File: src/rtl/bcd_updown_counter_pkg.sv
// Shared constants, types and digit helpers for the BCD up/down counter.
package bcd_updown_counter_pkg;

  localparam int unsigned NIBBLE_W = 4;

  typedef logic [NIBBLE_W-1:0] nibble_t;

  localparam nibble_t BCD_MAX = 4'd9;
  localparam nibble_t BCD_MIN = 4'd0;

  // Count direction as carried on the 'up' pin.
  typedef enum logic {
    DIR_DOWN = 1'b0,
    DIR_UP   = 1'b1
  } dir_e;

  // Per-edge operation selected for a single decade (reset handled separately).
  typedef enum logic [1:0] {
    OP_HOLD  = 2'd0,
    OP_COUNT = 2'd1,
    OP_LOAD  = 2'd2
  } digit_op_e;

  // True when a nibble is outside the decimal range.
  function automatic logic bcd_illegal(input nibble_t n);
    return (n > BCD_MAX);
  endfunction

  // Clamp a nibble into the decimal range; 0xA..0xF become 9.
  function automatic nibble_t bcd_sanitise(input nibble_t n);
    return bcd_illegal(n) ? BCD_MAX : n;
  endfunction

  // One decimal step with wrap. An out-of-range value (only possible before
  // the first reset) is steered back into range rather than propagated.
  function automatic nibble_t bcd_step(input nibble_t n, input dir_e dir);
    nibble_t r;
    if (dir == DIR_UP) begin
      r = (n >= BCD_MAX) ? BCD_MIN : nibble_t'(n + 4'd1);
    end else begin
      r = ((n == BCD_MIN) || bcd_illegal(n)) ? BCD_MAX : nibble_t'(n - 4'd1);
    end
    return r;
  endfunction

endpackage

File: src/rtl/bcd_updown_counter_digit.sv
// Single decimal decade: load, count up/down with wrap, terminal count and
// cascade enable for the next decade.
module bcd_digit
  import bcd_updown_counter_pkg::*;
(
  input  logic                clk,
  input  logic                r,
  input  logic                ce,
  input  logic                up,
  input  logic                ld,
  input  logic [NIBBLE_W-1:0] d,
  output logic [NIBBLE_W-1:0] q,
  output logic                tc,
  output logic                ceo
);

  nibble_t   q_q;
  nibble_t   q_d;
  digit_op_e op;
  dir_e      dir;

  assign dir = dir_e'(up);

  // Load has priority over counting; reset is applied in the register.
  always_comb begin
    op = OP_HOLD;
    if (ld) begin
      op = OP_LOAD;
    end else if (ce) begin
      op = OP_COUNT;
    end
  end

  // Next digit value for the selected operation.
  always_comb begin
    q_d = q_q;
    case (op)
      OP_LOAD:  q_d = bcd_sanitise(d);
      OP_COUNT: q_d = bcd_step(q_q, dir);
      default:  q_d = q_q;
    endcase
  end

  // Digit register with synchronous reset to zero.
  always_ff @(posedge clk) begin
    if (r) begin
      q_q <= BCD_MIN;
    end else begin
      q_q <= q_d;
    end
  end

  assign q   = q_q;
  assign tc  = (dir == DIR_UP) ? (q_q == BCD_MAX) : (q_q == BCD_MIN);
  assign ceo = ce & tc;

endmodule

File: src/rtl/bcd_updown_counter.sv
// Cascaded BCD up/down counter: DIGITS decades chained by ceo -> ce, with
// load sanitising, load-error flag and combinational TC/CEO.
module bcd_updown_counter
  import bcd_updown_counter_pkg::*;
#(
  parameter int unsigned DIGITS = 4
) (
  input  logic                         clk,
  input  logic                         r,
  input  logic                         ce,
  input  logic                         up,
  input  logic                         ld,
  input  logic [NIBBLE_W*DIGITS-1:0]   din,
  output logic [NIBBLE_W*DIGITS-1:0]   Q,
  output logic                         TC,
  output logic                         CEO,
  output logic                         LERR
);

  logic [NIBBLE_W*DIGITS-1:0] din_s;
  logic [DIGITS-1:0]          illegal;
  logic [DIGITS-1:0]          tc_vec;
  logic [DIGITS:0]            ce_chain;
  logic                       lerr_q;
  logic                       lerr_d;

  // Clamp every load nibble into BCD range and note which ones were illegal.
  always_comb begin
    din_s   = '0;
    illegal = '0;
    for (int unsigned k = 0; k < DIGITS; k++) begin
      din_s[k*NIBBLE_W +: NIBBLE_W] = bcd_sanitise(din[k*NIBBLE_W +: NIBBLE_W]);
      illegal[k]                    = bcd_illegal(din[k*NIBBLE_W +: NIBBLE_W]);
    end
  end

  assign ce_chain[0] = ce;

  genvar g;
  generate
    for (g = 0; g < DIGITS; g++) begin : g_digit
      bcd_digit u_digit (
        .clk (clk),
        .r   (r),
        .ce  (ce_chain[g]),
        .up  (up),
        .ld  (ld),
        .d   (din_s[g*NIBBLE_W +: NIBBLE_W]),
        .q   (Q[g*NIBBLE_W +: NIBBLE_W]),
        .tc  (tc_vec[g]),
        .ceo (ce_chain[g+1])
      );
    end
  endgenerate

  // Error flag is set only by a load carrying an illegal nibble.
  always_comb begin
    lerr_d = ld & (|illegal);
  end

  // Load-error register, cleared by reset and by every non-offending edge.
  always_ff @(posedge clk) begin
    if (r) begin
      lerr_q <= 1'b0;
    end else begin
      lerr_q <= lerr_d;
    end
  end

  assign LERR = lerr_q;
  assign TC   = &tc_vec;
  // The tail of the enable chain is ce AND every digit's tc, i.e. ce AND TC.
  assign CEO  = ce_chain[DIGITS];

endmodule

File: config.mk
export PLATFORM = sky130hd
export DESIGN_NAME = bcd_updown_counter
export DESIGN_NICKNAME = d
export VERILOG_FILES = /design/src/rtl/bcd_updown_counter_pkg.sv /design/src/rtl/bcd_updown_counter_digit.sv /design/src/rtl/bcd_updown_counter.sv
export SDC_FILE = /design/constraint.sdc
export NUM_CORES = 1
export LEC_CHECK = 0
export CORE_ASPECT_RATIO = 0.5
export CORE_UTILIZATION = 57
export DETAILED_ROUTE_END_ITERATION = 10
export PLACE_DENSITY = 0.87
export SYNTH_ARGS = -nofsm -noshare
export SYNTH_HDL_FRONTEND = slang
export SYNTH_HIERARCHICAL = 1
export SYNTH_SLANG_ARGS = --single-unit
File: constraint.sdc
create_clock -name clk -period 6.4 [get_ports clk]
set_input_delay 1.6 -clock clk [delete_from_list [all_inputs] [get_ports clk]]
set_output_delay 1.6 -clock clk [all_outputs]
set_load 0.05 [all_outputs]
==> run summary <==
outcome = finished clean
Routed Antenna Nets = 0
Non-Filler Instances = 338
critical path, cell by cell = clkdlybuf4s50_1, buf_4, nand3_1, o21a_1, nor2_1, and2_1, and2_1, and2_1, and2_1, buf_12
Sink Count = 17
Arr. time, crit path = 4.10 ns
Synth Net Count = 305
nets = 328
Crit Path Class = in2out
Reg-to-Reg Start = g_digit[0].u_digit/q[0]
hold_sp = g_digit[2].u_digit/q[0]
max_cap viols = 0
Final Hold Fails = 0
die height = 44.5 µm
RSZ-0062 raised after global routing = false
cts repair resizes = 0
Reg2Reg Depth = 10
Compound-Gate Fraction of Synth Area = 0.275
dpl hpwl = 3620 µm
CTS clk-pin slew, worst paths = 0.07 ns
post-place instance area = 0.00241 mm²
1st-iter DRT viols = 123
TNS Setup = 0 ns
final critical-path required period = 5.70 ns
synth warn = 6
largest family of logic cells by synthesized area = simple AND/OR/NAND/NOR gates
Ports = 40
sink of the worst hold path = g_digit[2].u_digit/q[0]
post-route cell area = 0.00246 mm²
Placed Cells = 334
Area growth, synth to finish = 19.6%
Top cell by count, worst path = and2_1
Port Buffers = 39
post-synthesis mux area share = 0
GRT Total Usage = 0.269
first-pass GRT wire length = 8200 µm
cts bufs inserted = 3
core box area = 0.00321 mm²
largest net degree at the start of global routing = 42
fillcell total = 253
XOR/XNOR share of the synthesized area = 0.0170
Avg Inst Size Synth = 7.67 µm²
Routed WL per cell = 14.7 µm
Hold/Removal Path Class = reg2reg
CP max stage delay = 0.45 ns
met3 wire len = 412 µm
Gate Count Post-Synth = 268
Vias/cell = 6.07
worst skew pair latency = 0.26 ns
reg-to-reg endpoint = g_digit[3].u_digit/q[3]
CTS tree = built
vias = 2053
placer's final routability congestion estimate = 0.888
Post-Synth Adder-Cell Area = 0.0974
Setup Fix Bufs, Post-CTS = 0
Slew Limit Fails = 0
required time of the critical path = 4.80 ns
diode count = 0
Seq/Total Area, Yosys = 0.166
Initial Util = 0.641
Synth Area in Simple Gates = 0.362
Worst Path Max Fanout = 21
leakage = 0.893 nW
drt total wl = 4960 µm
Hold Path Stages = 2
share of cells above drive strength 1 = 0.0793
# rows = 14
Critical Path Start Type = input pin
Die Width = 86.9 µm
initial antenna violation count = 0
skew final = 0.00215 ns
CTS HTree Levels = 1
GRT Residual Overflow = 0
Max Clock Freq = 175 MHz
clk buf depth = 2
cell area after synthesis = 0.00206 mm²
Residual DRC = 0
CP Capture Type = primary output
highest metal used = met4
Slew @ Worst Pin = 0.953 ns
Synth cell types = 40
Root Driver = clkbuf_8
synthesized flop and latch total = 17
maximum vdd ir drop = 0.0889 mV
reg2reg setup slack = 3.60 ns
die footprint = 0.00387 mm²
Slew headroom = 0.363
cts hold-fix bufs = 0
wire length on met1 = 2330 µm
met2 wire len = 2190 µm
Final setup violation count = 0
Pre-antenna DRT Iters = 5
pwr dens = 153 mW/mm²
Final Util = 0.767
fin crit share = 0.891
Max stage delay cell, worst path = clkdlybuf4s50_1
vias in the first global route = 1779
## per-layer routing
metal,GRT usage,up-vias
li1,-,1010
met1,0.374,938
met2,0.443,99
met3,0.0597,6
met4,0.0333,0
met5,0,-
## cells in the mapped netlist
library cell / count / area (µm²)
a21oi_1: 12 / 60.1
a2bb2oi_1: 8 / 70.1
a311o_1: 4 / 40.0
a311oi_1: 4 / 35.0
a41oi_2: 1 / 16.3
and2_1: 4 / 25.0
and2b_1: 3 / 22.5
and2b_2: 2 / 17.5
and4_1: 1 / 8.76
buf_2: 4 / 20.0
buf_6: 4 / 45.0
clkbuf_1: 16 / 60.1
clkinv_1: 4 / 15.0
dfxtp_1: 17 / 340
ha_1: 16 / 200
inv_1: 4 / 15.0
inv_2: 4 / 15.0
nand2_1: 8 / 30.0
nand2b_1: 21 / 131
nand2b_4: 4 / 55.1
nand3_1: 8 / 40.0
nand3b_1: 8 / 60.1
nor2_1: 24 / 90.1
nor2b_1: 7 / 43.8
nor3_1: 12 / 60.1
nor3b_1: 8 / 60.1
nor4bb_1: 4 / 40.0
o211ai_1: 4 / 30.0
o21a_1: 8 / 60.1
o21ai_0: 4 / 20.0
o21ai_1: 7 / 35.0
o21ai_2: 1 / 8.76
o21bai_1: 4 / 30.0
o221ai_1: 4 / 35.0
o22ai_2: 4 / 50.1
o311a_1: 4 / 40.0
o32ai_1: 4 / 35.0
or3_1: 4 / 25.0
or3b_1: 4 / 35.0
xor2_1: 4 / 35.0
## cell usage in the layout, fill, tap and decap left out, types with 7 or more instances in the layout
cell / count
nand3b_1: 8
nand3_1: 8
a21oi_1: 12
nand2b_1: 21
a2bb2oi_1: 8
o21ai_1: 7
ha_1: 16
o21a_1: 8
dfxtp_1: 17
nor2b_1: 7
nor2_1: 24
nor3b_1: 8
nand2_1: 8
clkdlybuf4s50_1: 38
nor3_1: 12
## cell families (layout without fill, tap and decap cells)
group	count (synthesis)	after routing
buffers and inverters	36	58
flip-flops	17	17
AND/OR/NAND/NOR	122	122
adder cells (fa/ha/maj)	16	16
AO/OA/AOI/OAI	73	73
XOR/XNOR	4	4
## stage by stage
step	worst slack [ns]	power, mW	hold WS (ns)
2_1_floorplan	1.09	0.244	0.800
3_3_place_gp	0.874	0.286	0.629
3_5_place_dp	0.750	0.288	0.645
4_1_cts	0.737	0.375	0.664
5_1_grt	0.509	0.396	0.710
6_report	0.696	0.375	0.669
## area by class of cell
| cell class | instances | area, µm² | area share |
|---|---|---|---|
| multi-input cells | 215 | 1550 | 0.628 |
| inverters | 12 | 45.0 | 0.0183 |
| clock buffers | 4 | 45.0 | 0.0183 |
| repair buffers | 42 | 423 | 0.172 |
| flip-flops and latches | 17 | 340 | 0.138 |
| well taps | 48 | 60.1 | 0.0244 |
## worst max path at each step
| stage | from | cells after the start | end | slack [ns] |
|---|---|---|---|---|
| after detailed placement | up | 10 | CEO | 0.75 |
| after global routing | up | 10 | CEO | 0.51 |
| after global placement | up | 10 | CEO | 0.87 |
| final | up | 10 | CEO | 0.70 |
| after floorplan | up | 11 | CEO | 1.09 |
| after CTS | up | 10 | CEO | 0.74 |
## state kept, by name (all words and copies together), names as in the netlist
name	count
LERR	1
g_digit.u_digit/q	16
## critical path: cells and delay by family
| kind | cells | cell delay, ns |
|---|---|---|
| AND/OR/NAND/NOR | 6 | 1.55 |
| buffers and inverters | 3 | 0.82 |
| AO/OA/AOI/OAI | 1 | 0.12 |
## report_power, final
group	internal, mW	switching (mW)
Sequential	0.113	0.0160
Combinational	0.0712	0.0898
Clock	0.0443	0.0412
Total	0.228	0.147
No activity file was read; power rests on OpenSTA's default activity.
